===== src/rtl/bp_bpred_event_queue.sv =====
// Branch-predict event queue: first-word fall-through circular buffer
// between the fetch predictor and the trace consumer, with a drop counter.
module bp_bpred_event_queue #(
    parameter int vaddr_width_p = 39,
    parameter int els_p         = 4,
    parameter int drop_width_p  = 16
) (
    input  logic                     clk_i,
    input  logic                     reset_i,
    input  logic                     ev_v_i,
    input  logic [vaddr_width_p-1:0] ev_br_target_i,
    input  logic                     ev_ovr_taken_i,
    input  logic                     ev_ovr_ntaken_i,
    input  logic                     flush_i,
    input  logic                     ready_i,
    output logic                     is_br_o,
    output logic [vaddr_width_p-1:0] br_target_o,
    output logic                     ovr_taken_o,
    output logic                     ovr_ntaken_o,
    output logic                     full_o,
    output logic [drop_width_p-1:0]  drop_cnt_o
);

    localparam int ptr_w = $clog2(els_p);

    typedef struct packed {
        logic [vaddr_width_p-1:0] target;
        logic                     ovr_taken;
        logic                     ovr_ntaken;
    } entry_t;

    entry_t            mem [els_p];
    logic [ptr_w-1:0]  rptr;
    logic [ptr_w-1:0]  wptr;
    logic [ptr_w:0]    cnt;
    logic              deq;
    logic              enq;
    logic              drop;
    entry_t            head;

    assign is_br_o = (cnt != '0);
    assign full_o  = (cnt == (ptr_w+1)'(els_p));

    assign deq  = is_br_o & ready_i & ~flush_i;
    assign enq  = ev_v_i & ~flush_i & (~full_o | deq);
    assign drop = ev_v_i & ~flush_i & ~enq;

    assign head         = is_br_o ? mem[rptr] : '0;
    assign br_target_o  = head.target;
    assign ovr_taken_o  = head.ovr_taken;
    assign ovr_ntaken_o = head.ovr_ntaken;

    // Storage carries no reset; validity comes solely from cnt.
    always_ff @(posedge clk_i) begin
        if (enq) begin
            mem[wptr].target     <= ev_br_target_i;
            mem[wptr].ovr_taken  <= ev_ovr_taken_i;
            mem[wptr].ovr_ntaken <= ev_ovr_ntaken_i & ~ev_ovr_taken_i;
        end
    end

    always_ff @(posedge clk_i or negedge reset_i) begin
        if (!reset_i) begin
            rptr <= '0;
            wptr <= '0;
            cnt  <= '0;
        end else if (flush_i) begin
            rptr <= '0;
            wptr <= '0;
            cnt  <= '0;
        end else begin
            if (enq) wptr <= wptr + ptr_w'(1);
            if (deq) rptr <= rptr + ptr_w'(1);
            if (enq && !deq) cnt <= cnt + 1'b1;
            else if (deq && !enq) cnt <= cnt - 1'b1;
        end
    end

    always_ff @(posedge clk_i or negedge reset_i) begin
        if (!reset_i) begin
            drop_cnt_o <= '0;
        end else if (drop && drop_cnt_o != '1) begin
            drop_cnt_o <= drop_cnt_o + 1'b1;
        end
    end

endmodule


===== config.mk =====
export PLATFORM = sky130hd
export DESIGN_NAME = bp_bpred_event_queue
export DESIGN_NICKNAME = d
export VERILOG_FILES = /design/src/rtl/bp_bpred_event_queue.sv
export SDC_FILE = /design/constraint.sdc
export NUM_CORES = 1
export LEC_CHECK = 0
export CAP_MARGIN = 15
export CORE_MARGIN = 4
export CORE_UTILIZATION = 40
export CTS_CLUSTER_DIAMETER = 100
export DETAILED_ROUTE_END_ITERATION = 8
export PLACE_DENSITY = 0.68
export SYNTH_ARGS = -nofsm -noshare
export SYNTH_HDL_FRONTEND = slang
export SYNTH_SLANG_ARGS = --single-unit

===== constraint.sdc =====
create_clock -name clk_i -period 2.95 [get_ports clk_i]
set_input_delay 0.295 -clock clk_i [delete_from_list [all_inputs] [get_ports clk_i]]
set_output_delay 0.295 -clock clk_i [all_outputs]
set_load 0.01 [all_outputs]

Yosys cells after proc, flatten, opt, wreduce, memory -nomap -nowiden
Memory sizes are Yosys's and may differ from the RTL's.
Cells that the tools add are included.

operators by class
  eq/ne operators = 2
  muxes and demuxes = 10
  reduce and logical (&&, ||, !) cells = 9
  add/subtract/negate cells = 5
  bitwise operators = 11

operators by type and width
  kind                                                                 number
  41-bit two-way mux                                                   1
  16-bit by 1-bit adder with 16-bit output (second input constant)     1
  16-bit != test (second input constant)                               1
  3-bit two-way mux                                                    3
  2-bit two-way mux                                                    4
  1-bit AND                                                            6
  3-bit nonzero test                                                   2
  2-bit by 1-bit adder with 2-bit output (second input constant)       2
  1-bit inverter                                                       4
  2-bit nonzero test                                                   2
  3-bit by 1-bit adder with 3-bit output (second input constant)       1
  3-bit equality test (second input constant)                          1
  1-bit logical AND                                                    3
  3-bit by 1-bit subtractor with 3-bit output (second input constant)  1
  1-bit zero test                                                      2
  1-bit two-way mux                                                    2
  1-bit OR                                                             1

storage, ports and cells
  input bits = 46
  memories kept = 1
  register bits = 23
  logic and storage cells = 42
  output and inout port bits = 59
  RAM bits = 164

memories
  memory  depth  width  read ports  clocked after memory_dff  write ports  RTL line  text
  mem     4      41     1           0                         1            32        entry_t mem [els_p];

Longest topological paths before layout
Gate-level depths: netlist of the first run.

  depth in word-level cells = 10
  depth in mapped cells = 10
  depth with buffers taken out = 8

Worst setup path before layout of the first run
OpenSTA, ideal clock, no wires.

  kind = input-to-reg
  start point = input ev_v_i
  end point = memory mem[0][0] (netlist bit) (enable)
  library setup time = 0.402 ns
  path slack = 0.446 ns
  required time = 2.548 ns
  arrival = 2.102 ns
  stages on the path = 4
  buffers on the path = 1
  cell sequence = clkbuf_1 -> nand2b_1 -> nor2_1 -> and2_1

between the ends
  longest elaborated chain between the ends = 4

ends and longest elaborated chain
  what                                     RTL line  text
  start: declaration                       10        input logic ev_v_i,
  1-bit AND (2 in a row)                   45        assign enq = ev_v_i & ~flush_i & (~full_o | deq);
  1-bit two-way mux                        55        if (enq) begin
  1-bit two-way mux (not written as such)  58        mem[wptr].ovr_ntaken <= ev_ovr_ntaken_i & ~ev_ovr_taken_i;
  end: declaration                         32

No other way between the ends.

Worst setup path in the final report of the first run
  start point = register rptr[0]
  end point = output br_target_o[31]

between the ends
  longest elaborated chain between the ends = 2

ends and longest elaborated chain
  what                      RTL line  text
  start: declaration        33        logic [ptr_w-1:0] rptr;
  start signal: assignment  73        if (deq) rptr <= rptr + ptr_w'(1);
  memory 4 x 41 bit         n/a
  41-bit two-way mux        48        assign head = is_br_o ? mem[rptr] : '0;
  end: declaration          17        output logic [vaddr_width_p-1:0] br_target_o,

No other way between the ends.

==> results.toml, run 1 <==
[outcome]
status = "complete, no violations"

[route]
dr_total_vias = 3876
wl_per_cell_um = 19.3
drc = 0
routed_via_density = 5.19
drtAntennaViolNets = 0
drtIter0Drc = 206
drt_wl_total_um = 14400
first_pass_iters = 4

[setup_path]
critPathCapture = "br_target_o[31]"
timing.rr.end = "cnt[1]"
rr_startpoint = "cnt[0]"
reg2reg_slack_ns = 0.54
worstPathArrival_ns = 2.47
startpoint = "rptr[0]"
required_ns = 2.65
worstSetupStartpointType = "flip-flop"
rr_worst_depth = 8
crit_type = "reg -> out"
crit_fanout = 18
end_kind = "output port"

[grt]
antenna_found_initial = 0
grt_pass1_vias = 4170
grt-ovfl-total = 0
grt_use_met3 = 0.0417
grt_use_met1 = 0.190
grtUsageTotal = 0.146
grt_max_degree = 44
grt_pass1_wl_um = 22800
grtUsageMet2 = 0.242
grt_busiest_layer = "met2"

[pwr]
power.internal_mw = 5.28
finalPower_mw = 7.22
peakVddDrop_v = 0.000432
combinationalPowerShare = 0.254
p_per_area_mw_per_mm2 = 756
p_switching_mw = 1.95
swShare = 0.269
clockPowerShare = 0.314
seqPwrFrac = 0.432
p_leak_nw = 3.18

[sta]
setup_viol = 0
finalClockSkew_ns = 0.0127
tightestPinTransition_ns = 0.840
final_max_slew_viol_count = 0
worst_slack_ns = 0.188
final.setup.tns_ns = 0
clock.fmax_ghz = 0.362
holdWs_ns = 0.352
finalCriticalPeriod_ns = 2.76
maxSlewHeadroom = 0.438
rsz0062_at_grt = "no"
post-route-period-util = 0.936
hold_viol_final = 0

[yosys]
synth_top_area_frac = 0.658
synth_top_family_by_area = "multiplexers"
synth_compound_area_frac = 0.0147
syn-mean-instance-area_um2 = 19.3
ys_seq_elements = 187
synthAdderAreaFrac = 0.0110
syn_inst = 388
synth_xor_area_frac = 0.0211
yosysTopAreaCell = "edfxtp_1"
ys_async_sr_fraction = 0.123
synth_edf_count = 164
syn-num-nets = 440
synth_cell_type_count = 44
synth.most_common_cell = "edfxtp_1"
syn_area_mm2 = 0.00748
synth_flop_cell = "edfxtp_1"
synth_mux_area_frac = 0.126
yosysWarnings = 0
synthTopCellsByCount = "edfxtp_1, and2_1, mux4_2, dfrtp_1, clkbuf_1"
synth-simple-area-share = 0.0774
synthTopCellsByArea = "edfxtp_1, mux4_2, dfrtp_1, and2_1, xnor2_1"
seq_area_frac_synth = 0.735

[clocking]
holdBufCountCts = 0
cts_sinks = 187
cts_made_buffers = 17
cts_tree = "yes"
cts_max_level = 4
cts_resized = 0
cts_buffer_depth = 2
clk_pin_slew_ns = 0.07
post_cts_buffers = 0
clock_latency_ns = 0.43
root_buffer = "clkbuf_16"

[placed_design]
io_buffer_count = 104
dpl_worst_slack_ns = 0.372
dpl-instance-area_mm2 = 0.00895
dp.cells = 715
dpl.hpwl_um = 8900
finalWeightedCongestion = 0.785

[floorplanning]
ios = 105
die_height_um = 145
row_count = 49
die_area_mm2 = 0.0210
start_util = 0.411
design.core.area_mm2 = 0.0182
dieWidth_um = 145

[finish]
final_nets = 557
final_util = 0.524
stdcell_count = 747
area_growth_pct = 27.6
antenna_cells = 0
fin_area_mm2 = 0.00955
layout-drive-gt1-share = 0.193

[worst_hold_path]
hp-class = "in -> async"

[flow_run]
maxCapViolCount = 0
==> state kept, by name, indices dropped and copies added, names as in the netlist <==
register and cells:
wptr 2, drop_cnt_o 16, rptr 2, mem 164, cnt 3
==> how the worst min path moves through the flow <==
| stage | from | endpoint | slack (ns) | cells after the start |
|---|---|---|---|---|
| floorplan | reset_i | cnt[0] | -0.0006 | 0 |
| global route | reset_i | drop_cnt_o[10] | 0.42 | 1 |
| global placement | drop_cnt_o[15] | drop_cnt_o[15] | 0.48 | 1 |
| detailed placement | drop_cnt_o[4] | drop_cnt_o[4] | 0.49 | 1 |
| finish | reset_i | cnt[0] | 0.35 | 1 |
| CTS | reset_i | cnt[0] | 0.37 | 1 |
==> cell families after synthesis <==
| family | count (synthesis) |
|---|---|
| AND/OR/NAND/NOR | 93 |
| flip-flops | 187 |
| multiplexers | 43 |
| XOR/XNOR | 18 |
| buffers and inverters | 25 |
| adder cells (fa/ha/maj) | 6 |
| AO/OA/AOI/OAI | 16 |
==> metal layers <==
metal	vias up	share of wire
met2	103	0.50
met1	2004	0.45
met5	-	0
met4	0	0.011
met3	9	0.040
li1	1760	-
==> worst max-delay path, stage by stage, from the launching register on <==
cell,delay (ns)
dfrtp_4,0.61
buf_12,0.24
mux4_2,0.53
and2_1,0.17
clkdlybuf4s50_1,0.47
==> final cells by class <==
class	count	area (µm²)
clock buffer	17	425
clock inverter	15	173
fill	1421	8660
inverter	4	15.0
multi-input combinational	176	1880
sequential	187	5510
tap	229	287
timing repair buffer	119	1270
==> power by group through the flow <==
stage / logic [mW] / registers, mW / clock network [mW]
floorplan: 1.02 / 3.11 / 0
global placement: 1.87 / 3.17 / 0
detailed placement: 1.87 / 3.18 / 0
CTS: 1.88 / 3.12 / 2.32
global route: 2.00 / 3.14 / 2.44
finish: 1.84 / 3.12 / 2.27
==> layout by cell type (no fill, tap or decap), drive strengths merged, types with 3 or more instances in the layout <==
master / n
edfxtp: 164
clkdlybuf4s50: 104
and2: 47
mux4: 41
dfrtp: 23
clkbuf: 17
buf: 15
inv: 13
xnor2: 10
nand2: 8
xor2: 8
nor2: 7
nand3: 7
nand4: 5
ha: 5
nand2b: 4
a31oi: 3
clkinv: 3
Power figures use the tool's default switching activity.
==> inputs of run 2 (changes only) <==
--- a/config.mk
+++ b/config.mk
@@ -5,7 +5,7 @@
 export SDC_FILE = /design/constraint.sdc
 export NUM_CORES = 1
 export LEC_CHECK = 0
-export CAP_MARGIN = 15
+export CAP_MARGIN = 20
 export CORE_MARGIN = 4
 export CORE_UTILIZATION = 40
 export CTS_CLUSTER_DIAMETER = 100
==> results of run 2 <==
No change in the layout: final DEF, timing and power equal those of run 1.
==> inputs of run 3 (changes only) <==
--- a/config.mk
+++ b/config.mk
@@ -6,11 +6,10 @@
 export NUM_CORES = 1
 export LEC_CHECK = 0
 export CAP_MARGIN = 20
-export CORE_MARGIN = 4
 export CORE_UTILIZATION = 40
 export CTS_CLUSTER_DIAMETER = 100
 export DETAILED_ROUTE_END_ITERATION = 8
-export PLACE_DENSITY = 0.68
+export PLACE_DENSITY_LB_ADDON = 0.15
 export SYNTH_ARGS = -nofsm -noshare
 export SYNTH_HDL_FRONTEND = slang
 export SYNTH_SLANG_ARGS = --single-unit
==> results.toml, run 3 (synthesis results as in run 1) <==
[outcome]
status = "finished, violations left"
violations = "DRC"

[grt]
grtUsageMet2 = 0.262
grt_use_met3 = 0.0477
grt_pass1_wl_um = 22900
grtUsageTotal = 0.162
grt_busiest_layer = "met2"
grt_max_degree = 44
grt_use_met1 = 0.210
antenna_found_initial = 0
grt_pass1_vias = 4146
grt-ovfl-total = 0

[setup_path]
worstPathArrival_ns = 2.48
worstSetupStartpointType = "flip-flop"
end_kind = "output port"
slowest_delay_ns = 0.62
crit_family = "buffers and inverters"
cp_slowest_cell = "dfrtp_4"
required_ns = 2.65
crit_buf_inv = 2
cp_cell_sequence = "buf_12 -> mux4_2 -> and2_1 -> clkdlybuf4s50_1"
crit_type = "reg -> out"
crit_fanout = 16

[route]
drt_wl_total_um = 14400
routed_via_density = 5.18
dr_total_vias = 3881
drtAntennaViolNets = 0
first_pass_iters = 9
wl_per_cell_um = 19.2
drtIter0Drc = 251
drc = 10

[sta]
rsz0062_at_grt = "no"
finalCriticalPeriod_ns = 2.78
post-route-period-util = 0.941
clock.fmax_ghz = 0.360
final_max_slew_viol_count = 0
finalClockSkew_ns = 0.0109
hold_viol_final = 0
worst_slack_ns = 0.174
setup_viol = 0
maxSlewHeadroom = 0.515
final.setup.tns_ns = 0
tightestPinTransition_ns = 0.725

[finish]
stdcell_count = 749
antenna_cells = 0
layout_commonest_cell = "edfxtp_1"
area_growth_pct = 27.3
layout-drive-gt1-share = 0.190
nFillCells = 1465
top_register = "mem"
largestRegisters = "mem: 164 flops, drop_cnt_o: 16 flops, cnt: 3 flops"
final_util = 0.525
largest_reg_flops = 164
fin_area_mm2 = 0.00953
final_nets = 559
final_cell_mix = "edfxtp_1, clkdlybuf4s50_1, and2_1"

[placed_design]
finalWeightedCongestion = 0.786
dpl-instance-area_mm2 = 0.00893
dpl_worst_slack_ns = 0.221
dp.cells = 717
io_buffer_count = 104
dpl.hpwl_um = 8920

[pwr]
p_leak_nw = 3.18
peakVddDrop_v = 0.000408
p_per_area_mw_per_mm2 = 761

[flow_run]
maxCapViolCount = 0

[floorplanning]
ios = 105
die_height_um = 139
design.core.area_mm2 = 0.0181
row_count = 49
die_area_mm2 = 0.0193
start_util = 0.412
dieWidth_um = 139

[worst_hold_path]
hp-class = "in -> async"

[clocking]
cts_made_buffers = 17
holdBufCountCts = 0
cts_max_level = 4
root_buffer = "clkbuf_16"
clk_pin_slew_ns = 0.07
cts_resized = 0
cts_buffer_depth = 2
cts_tree = "yes"
clock_latency_ns = 0.43
cts_sinks = 187
post_cts_buffers = 0
-- run 3: through the flow --
stage	power, mW	hold slack (ns)
global placement	5.02	0.480
global route	7.58	0.307
detailed placement	5.04	0.486
finish	7.25	0.298
floorplan	4.12	-0.000591
CTS	7.36	0.287
-- run 3: path summary, 6_finish.rpt --
path	startpoint	to	slack, ns	cells past startpoint
setup / recovery	rptr[0]	br_target_o[28]	0.17	4
hold reg to reg	drop_cnt_o[4]	drop_cnt_o[4]	0.50	1
min in group clk_i	ev_br_target_i[26]	mem[3][28]	0.50	1
setup reg to reg	cnt[0]	cnt[1]	0.42	8
max in group asynchronous	reset_i	drop_cnt_o[11]	2.02	2
hold / removal	reset_i	drop_cnt_o[3]	0.30	1
-- run 3: worst register-to-register path, stage by stage, from the launching register on --
cell      delay [ns]
dfrtp_1         0.49
or3_2           0.52
nand2_1         0.12
o21a_1          0.14
fa_1            0.43
o21bai_1        0.17
a31oi_1         0.14
o21ai_0         0.13
a221oi_1        0.27
-- run 3: final cells by class --
| class | instances | area [µm²] | area share |
|---|---|---|---|
| clock inverter | 11 | 146 | 0.0154 |
| sequential | 187 | 5510 | 0.578 |
| tap | 229 | 287 | 0.0301 |
| inverter | 4 | 15.0 | 0.00158 |
| timing repair buffer | 121 | 1240 | 0.131 |
| clock buffer | 21 | 450 | 0.0473 |
| multi-input combinational | 176 | 1880 | 0.197 |
-- run 3: report_power, final --
group / switching, mW / internal [mW] / total, mW / leakage, nW
logic: 0.773 / 1.05 / 1.82 / 1.09
clock network: 0.943 / 1.36 / 2.30 / 0.289
registers: 0.115 / 3.02 / 3.13 / 1.80
total: 1.83 / 5.42 / 7.25 / 3.18
-- run 3: layer usage --
layer | routed length (µm) | share of wire
met1 | 6380 | 0.44
met3 | 680 | 0.047
met5 | 0 | 0
met2 | 7190 | 0.50
met4 | 151 | 0.010
